## config.mk

```make
export PLATFORM = sky130hd
export DESIGN_NAME = m2_block_scheduler
export DESIGN_NICKNAME = d
export VERILOG_FILES = /design/src/rtl/m2_pkg.sv /design/src/rtl/m2_block_cursor.sv /design/src/rtl/m2_block_scheduler.sv
export SDC_FILE = /design/constraint.sdc
export NUM_CORES = 1
export LEC_CHECK = 0
export CAP_MARGIN = 20
export CORE_ASPECT_RATIO = 1.4
export CORE_MARGIN = 2
export CORE_UTILIZATION = 40
export CTS_CLUSTER_DIAMETER = 200
export DETAILED_ROUTE_END_ITERATION = 10
export GPL_TIMING_DRIVEN = 1
export MAX_ROUTING_LAYER = met4
export PLACE_DENSITY_LB_ADDON = 0.15
export SYNTH_ARGS = -nofsm -noshare
export SYNTH_HDL_FRONTEND = slang
export SYNTH_SLANG_ARGS = --single-unit
```

## constraint.sdc

```tcl
create_clock -name CLOCK_50_I -period 3.8 [get_ports CLOCK_50_I]
set_input_delay 0.38 -clock CLOCK_50_I [delete_from_list [all_inputs] [get_ports CLOCK_50_I]]
set_output_delay 0.38 -clock CLOCK_50_I [all_outputs]
set_load 0.02 [all_outputs]
```

## src/rtl/m2_pkg.sv

```systemverilog
// m2 block scheduler shared definitions
// states, planes, plane geometry and address constants
package m2_pkg;

    typedef enum logic [2:0] {
        ST_IDLE,
        ST_PRE_FS,
        ST_PRE_CT,
        ST_MEGA_A,
        ST_MEGA_B,
        ST_POST_CS,
        ST_POST_WS,
        ST_DONE
    } m2_state_e;

    typedef enum logic [1:0] {
        PL_Y,
        PL_U,
        PL_V
    } m2_plane_e;

    localparam logic [17:0] FETCH_BASE = 18'd76800;

    localparam logic [17:0] FS_OFF_Y = 18'd0;
    localparam logic [17:0] FS_OFF_U = 18'd76800;
    localparam logic [17:0] FS_OFF_V = 18'd115200;

    localparam logic [17:0] WS_OFF_Y = 18'd0;
    localparam logic [17:0] WS_OFF_U = 18'd38400;
    localparam logic [17:0] WS_OFF_V = 18'd57600;

    localparam logic [8:0] FS_STRIDE_Y  = 9'd320;
    localparam logic [8:0] FS_STRIDE_UV = 9'd160;
    localparam logic [8:0] WS_STRIDE_Y  = 9'd160;
    localparam logic [8:0] WS_STRIDE_UV = 9'd80;

    localparam logic [5:0]  Y_COLS   = 6'd40;
    localparam logic [5:0]  UV_COLS  = 6'd20;
    localparam logic [4:0]  ROWS     = 5'd30;
    localparam logic [11:0] N_BLOCKS = 12'd2400;

endpackage

```

## src/rtl/m2_block_cursor.sv

```systemverilog
// m2 block cursor: col/row/plane walk over the frame
// plus shift/add base address and stride for fetch or write side
module m2_block_cursor
    import m2_pkg::*;
#(
    parameter bit FETCH = 1'b1
)
(
    input  logic        CLOCK_50_I,
    input  logic        resetn,
    input  logic        clear,
    input  logic        advance,
    output logic [17:0] base_addr,
    output logic [8:0]  stride
);

    logic [5:0]  col;
    logic [4:0]  row;
    m2_plane_e   plane;
    logic [5:0]  last_col;
    logic [17:0] row_w;
    logic [17:0] col_w;
    logic [17:0] off;
    logic [17:0] row_term;
    logic [17:0] col_term;

    assign last_col = (plane == PL_Y) ? Y_COLS - 6'd1 : UV_COLS - 6'd1;

    // raster walk: col wraps into row, row wraps into next plane
    always_ff @(posedge CLOCK_50_I or negedge resetn) begin
        if (!resetn) begin
            col   <= '0;
            row   <= '0;
            plane <= PL_Y;
        end else if (clear) begin
            col   <= '0;
            row   <= '0;
            plane <= PL_Y;
        end else if (advance) begin
            if (col == last_col) begin
                col <= '0;
                if (row == ROWS - 5'd1) begin
                    row <= '0;
                    unique case (plane)
                        PL_Y:    plane <= PL_U;
                        PL_U:    plane <= PL_V;
                        default: plane <= PL_Y;
                    endcase
                end else begin
                    row <= row + 5'd1;
                end
            end else begin
                col <= col + 6'd1;
            end
        end
    end

    // base = offset + row*8*stride + col*step, built from shifts only
    always_comb begin
        row_w    = {13'd0, row};
        col_w    = {12'd0, col};
        off      = '0;
        row_term = '0;
        col_term = '0;
        stride   = '0;
        if (FETCH) begin
            col_term = col_w << 3;
            unique case (plane)
                PL_Y: begin
                    off      = FETCH_BASE + FS_OFF_Y;
                    row_term = (row_w << 11) + (row_w << 9);
                    stride   = FS_STRIDE_Y;
                end
                PL_U: begin
                    off      = FETCH_BASE + FS_OFF_U;
                    row_term = (row_w << 10) + (row_w << 8);
                    stride   = FS_STRIDE_UV;
                end
                default: begin
                    off      = FETCH_BASE + FS_OFF_V;
                    row_term = (row_w << 10) + (row_w << 8);
                    stride   = FS_STRIDE_UV;
                end
            endcase
        end else begin
            col_term = col_w << 2;
            unique case (plane)
                PL_Y: begin
                    off      = WS_OFF_Y;
                    row_term = (row_w << 10) + (row_w << 8);
                    stride   = WS_STRIDE_Y;
                end
                PL_U: begin
                    off      = WS_OFF_U;
                    row_term = (row_w << 9) + (row_w << 7);
                    stride   = WS_STRIDE_UV;
                end
                default: begin
                    off      = WS_OFF_V;
                    row_term = (row_w << 9) + (row_w << 7);
                    stride   = WS_STRIDE_UV;
                end
            endcase
        end
        base_addr = off + row_term + col_term;
    end

endmodule

```

## src/rtl/m2_block_scheduler.sv

```systemverilog
// m2 block scheduler: pipelines fetch/CT/CS/write engines
// over every 8x8 block of a Y/U/V frame
module m2_block_scheduler
    import m2_pkg::*;
(
    input  logic        CLOCK_50_I,
    input  logic        resetn,
    input  logic        start,
    input  logic        fs_done,
    input  logic        ct_done,
    input  logic        cs_done,
    input  logic        ws_done,
    output logic        fs_start,
    output logic        ct_start,
    output logic        cs_start,
    output logic        ws_start,
    output logic [17:0] fs_base_addr,
    output logic [17:0] ws_base_addr,
    output logic [8:0]  fs_stride,
    output logic [8:0]  ws_stride,
    output logic        busy,
    output logic        done
);

    m2_state_e   state;
    m2_state_e   state_n;
    logic        flag_0;
    logic        flag_1;
    logic [11:0] blk_cnt;
    logic        in_a;
    logic        in_b;
    logic        got_0;
    logic        got_1;
    logic        both;
    logic        enter;
    logic        frame_clr;
    logic        fs_adv;
    logic        ws_adv;

    // MEGA_A waits on cs+fs, MEGA_B on ct+ws; flag_0/1 hold early dones
    always_comb begin
        in_a  = (state == ST_MEGA_A);
        in_b  = (state == ST_MEGA_B);
        got_0 = flag_0 | (in_a ? cs_done : ct_done);
        got_1 = flag_1 | (in_a ? fs_done : ws_done);
        both  = got_0 & got_1;
        state_n = state;
        unique case (state)
            ST_IDLE:    if (start)   state_n = ST_PRE_FS;
            ST_PRE_FS:  if (fs_done) state_n = ST_PRE_CT;
            ST_PRE_CT:  if (ct_done) state_n = ST_MEGA_A;
            ST_MEGA_A:  if (both)    state_n = ST_MEGA_B;
            ST_MEGA_B: begin
                if (both) begin
                    if (blk_cnt == N_BLOCKS - 12'd2)
                        state_n = ST_POST_CS;
                    else
                        state_n = ST_MEGA_A;
                end
            end
            ST_POST_CS: if (cs_done) state_n = ST_POST_WS;
            ST_POST_WS: if (ws_done) state_n = ST_DONE;
            default:    state_n = ST_IDLE;
        endcase
        enter     = (state_n != state);
        frame_clr = (state == ST_IDLE) & start;
        fs_adv    = fs_done & ((state == ST_PRE_FS) | (in_a & ~flag_1));
        ws_adv    = ws_done & ((state == ST_POST_WS) | (in_b & ~flag_1));
    end

    // state, sticky done flags, block index and registered pulses
    always_ff @(posedge CLOCK_50_I or negedge resetn) begin
        if (!resetn) begin
            state    <= ST_IDLE;
            flag_0   <= 1'b0;
            flag_1   <= 1'b0;
            blk_cnt  <= '0;
            fs_start <= 1'b0;
            ct_start <= 1'b0;
            cs_start <= 1'b0;
            ws_start <= 1'b0;
            busy     <= 1'b0;
            done     <= 1'b0;
        end else begin
            state <= state_n;
            if (enter || !(in_a || in_b)) begin
                flag_0 <= 1'b0;
                flag_1 <= 1'b0;
            end else begin
                flag_0 <= got_0;
                flag_1 <= got_1;
            end
            if (frame_clr)
                blk_cnt <= '0;
            else if (in_b && both)
                blk_cnt <= blk_cnt + 12'd1;
            fs_start <= enter & ((state_n == ST_PRE_FS) |
                                 (state_n == ST_MEGA_A));
            ct_start <= enter & ((state_n == ST_PRE_CT) |
                                 (state_n == ST_MEGA_B));
            cs_start <= enter & ((state_n == ST_MEGA_A) |
                                 (state_n == ST_POST_CS));
            ws_start <= enter & ((state_n == ST_MEGA_B) |
                                 (state_n == ST_POST_WS));
            busy     <= (state_n != ST_IDLE);
            done     <= enter & (state_n == ST_DONE);
        end
    end

    m2_block_cursor #(
        .FETCH (1'b1)
    ) u_fs_cursor (
        .CLOCK_50_I (CLOCK_50_I),
        .resetn     (resetn),
        .clear      (frame_clr),
        .advance    (fs_adv),
        .base_addr  (fs_base_addr),
        .stride     (fs_stride)
    );

    m2_block_cursor #(
        .FETCH (1'b0)
    ) u_ws_cursor (
        .CLOCK_50_I (CLOCK_50_I),
        .resetn     (resetn),
        .clear      (frame_clr),
        .advance    (ws_adv),
        .base_addr  (ws_base_addr),
        .stride     (ws_stride)
    );

endmodule

```

==> impl_metrics.tcl <==
set metrics [dict create \
    outcome "complete, no violations" \
    post_drt_wl_per_cell_microns 14.3 \
    routed-via-count 3612 \
    ys_types 71 \
    synthesis.area_sq_um 4180 \
    viasPerCell 5.49 \
    fin_nets 560 \
    n_antenna_cell 0 \
    finalCritPeriodShare 0.961 \
    area_growth_pct 15.9 \
    syn_avg_cell_area_sq_um 8.64 \
    clkTransAtPathRegs_ns 0.07 \
    drv_slew 0 \
    p_int_uw 2240 \
    grt_pass1_wl_microns 15600 \
    cts-root-buf "clkbuf_16" \
    clock_latency_ns 0.29 \
    worst_pin_slew_ns 0.746 \
    layout.cells.non_filler 658 \
    max_clock_freq_ghz 0.274 \
    skew_ns 0.00402 \
    antenna_left 0 \
    cap_viol_max_count 0 \
    worst_ep_required_time_ns 3.42 \
    netSwitchingFraction 0.477 \
    dpl.cell_count 648 \
    period_needed_ns 3.65 \
    core_area_sq_um 10300 \
    grt_pass1_vias 3361 \
    grt_max_degree 50 \
    ir_drop_mv 0.348 \
    hpwl_microns 7050 \
    place.gp.congestion 0.823 \
    clkPwrFrac 0.112 \
    rsz0062_at_grt "true" \
    initial_core_util 0.406 \
    synth_top_area_share 0.293 \
    cp-end-kind "primary output" \
    synth_area_leaders "dfrtp_1, ha_1, buf_4" \
    hold_violations 0 \
    wl_microns 9390 \
    p_per_area_nw_per_um2 882 \
    clkSinkCount 49 \
    drt_iter0_markers 230 \
    power_frac_seq 0.206 \
    hold_buffers 0 \
    antenna_found_initial 0 \
    drtPass1Iterations 5 \
    combinationalPowerShare 0.682 \
    timing.slew.headroom 0.500 \
    numCtsBuffers 5 \
    leakage_uw 0.00214 \
    ctsLongestPathBuffers 2 \
    hold_ws_ns 0.184 \
    report.final.setup_viol 0 \
    htree_levels 2 \
    yosys_warnings 0 \
    worstPathMaxFanout 8 \
    ys_dominant_reg_cell "dfrtp_1" \
    gr-usage-all-layers 0.170 \
    dieArea_sq_um 11300 \
    ios 67 \
    ys_ff_latch 49 \
    crit_arrival_ns 3.27 \
    io_buffers 50 \
    rows 44 \
    yosysSeqAreaShare 0.293 \
    die_x_microns 90.4 \
    drc 0 \
    worstSetupPathType "flip-flop to primary output" \
    die_h_microns 125 \
    drive_above_1_share 0.0846 \
    p_sw_uw 2040 \
    synth_edf_count 0 \
    grt_overflow_total 0 \
    synthCells 484 \
    cts_tree "built" \
    async_flop_share 1.00 \
    hold_path_class "input pin to async pin" \
    synth_top_area_cell "dfrtp_1" \
    start_kind "flip-flop" \
]
-- placed cells by master, fill, tap and decap left out, types with 3 or more instances in the layout --
cell | netlist | routed
dfrtp_1 | 49 | 45
clkdlybuf4s50_1 | 0 | 43
nand2_1 | 39 | 39
nor2_1 | 39 | 39
ha_1 | 30 | 30
o21ai_0 | 29 | 29
nand3_1 | 26 | 26
inv_1 | 22 | 22
a21oi_1 | 21 | 21
xnor2_1 | 19 | 19
conb_1 | 1 | 16
nor3_1 | 12 | 12
a21o_1 | 11 | 11
buf_4 | 30 | 11
o31ai_1 | 9 | 9
xor2_1 | 8 | 8
nor4_1 | 8 | 8
nor2b_1 | 7 | 7
mux2i_1 | 7 | 7
and2_1 | 6 | 6
nand4_1 | 6 | 6
and3_1 | 5 | 5
a41o_1 | 5 | 5
clkbuf_16 | 0 | 5
or2_2 | 4 | 4
or3_1 | 4 | 4
a31oi_1 | 5 | 4
o41ai_1 | 4 | 4
fa_1 | 4 | 4
dlygate4sd2_1 | 0 | 4
dfrtp_2 | 0 | 4
nand2b_1 | 3 | 3
a21boi_0 | 3 | 3
nand3b_1 | 3 | 3
and4_1 | 3 | 3
o311a_1 | 3 | 3
-- final timing paths --
kind                                                start                             end  slack (ns)  cells past startpoint
hold / removal                                     resetn              ct_start$_DFF_PN0_        0.18                      2
hold reg to reg            u_ws_cursor.row[0]$_DFFE_PN0P_  u_ws_cursor.row[0]$_DFFE_PN0P_        0.53                      1
min in group CLOCK_50_I    u_ws_cursor.row[0]$_DFFE_PN0P_  u_ws_cursor.row[0]$_DFFE_PN0P_        0.53                      1
setup / recovery           u_fs_cursor.row[2]$_DFFE_PN0P_                fs_base_addr[17]        0.15                     12
max in group asynchronous                          resetn  u_ws_cursor.row[3]$_DFFE_PN0P_        3.13                      2
setup reg to reg                       state[0]$_DFF_PN0_              fs_start$_DFF_PN0_        1.06                      5
-- what timing repair did --
action | CTS | global route
gates resized for setup | 8 | 4
endpoints found under the setup margin | 6 | 5
pin swaps | 0 | 0
setup buffers | 0 | 2
-- cell usage after synthesis (4+ instances only) --
cell type	number
nand4_1	6
or3_1	4
o41ai_1	4
nor2b_1	7
mux2i_1	7
a31oi_1	5
nand2_1	39
o21ai_0	29
nor4_1	8
xnor2_1	19
o31ai_1	9
buf_4	30
nor3_1	12
and2_1	6
and3_1	5
buf_2	6
ha_1	30
a21o_1	11
inv_1	22
clkbuf_1	9
a41o_1	5
a21oi_1	21
xor2_1	8
nor2_1	39
nand3_1	26
dfrtp_1	49
or2_2	4
fa_1	4
-- logic make-up after synthesis --
logic type	after synthesis	share of synthesized area
AO/OA/AOI/OAI	114	0.188
other	1	0.000897
multiplexers	11	0.0338
buffers and inverters	70	0.0955
flip-flops	49	0.293
AND/OR/NAND/NOR	178	0.223
XOR/XNOR	27	0.0566
adder cells (fa/ha/maj)	34	0.109
-- metrics by stage --
step	utilization	worst slack (ns)	power (uW)	instance area (sq um)	setup TNS [ns]
2_1_floorplan	-	0.545	2880	4240	0
3_3_place_gp	0.453	0.210	3790	4660	0
3_5_place_dp	0.453	0.143	3830	4660	0
4_1_cts	0.469	0.0482	4310	4820	0
5_1_grt	0.471	-0.0398	4610	4850	-0.0400
6_report	0.471	0.148	4280	4850	0
-- worst max-delay path, stage by stage (launching register included) --
cell and delay [ns]:
dfrtp_1 0.47, ha_1 0.26, fa_1 0.41, a21oi_1 0.15
nor2b_1 0.07, xnor2_1 0.18, a21oi_1 0.10, ha_1 0.39
nand3_1 0.10, a21oi_1 0.19, o221ai_1 0.18, xnor2_1 0.16
clkdlybuf4s15_1 0.32
-- state kept, by name, indices dropped and copies added (netlist names) --
name and flops:
busy 1, u_ws_cursor.plane 2, ct_start 1, fs_start 1, flag_1 1, blk_cnt 12, ws_start 1, u_ws_cursor.row 5
cs_start 1, u_fs_cursor.plane 2, state 3, u_ws_cursor.col 6, flag_0 1, u_fs_cursor.col 6, u_fs_cursor.row 5, done 1
-- power groups by stage --
stage               clock network (uW)  registers (uW)  logic [uW]
finish                             481             881        2910
global route                       514             910        3190
CTS                                499             885        2930
detailed placement                   0             892        2940
global placement                     0             886        2900
floorplan                            0             800        2080
-- layer usage --
| layer | GRT usage | vias to the layer above | routed length (microns) |
|---|---|---|---|
| met3 | 0.0235 | 15 | 271 |
| met5 | - | - | 0 |
| met4 | 0.0579 | 0 | 192 |
| met2 | 0.316 | 61 | 4980 |
| met1 | 0.184 | 1758 | 3950 |
| li1 | - | 1778 | - |
-- final cells by class --
class | count | area, sq um
multi-input cells | 380 | 2630
clock inverters | 1 | 5.00
well taps | 138 | 173
repair buffers | 61 | 576
clock buffers | 7 | 153
flip-flops and latches | 49 | 1230
inverters | 22 | 82.6
fillers | 1022 | 5450
Note: power is estimated with default switching activity, not from simulation.
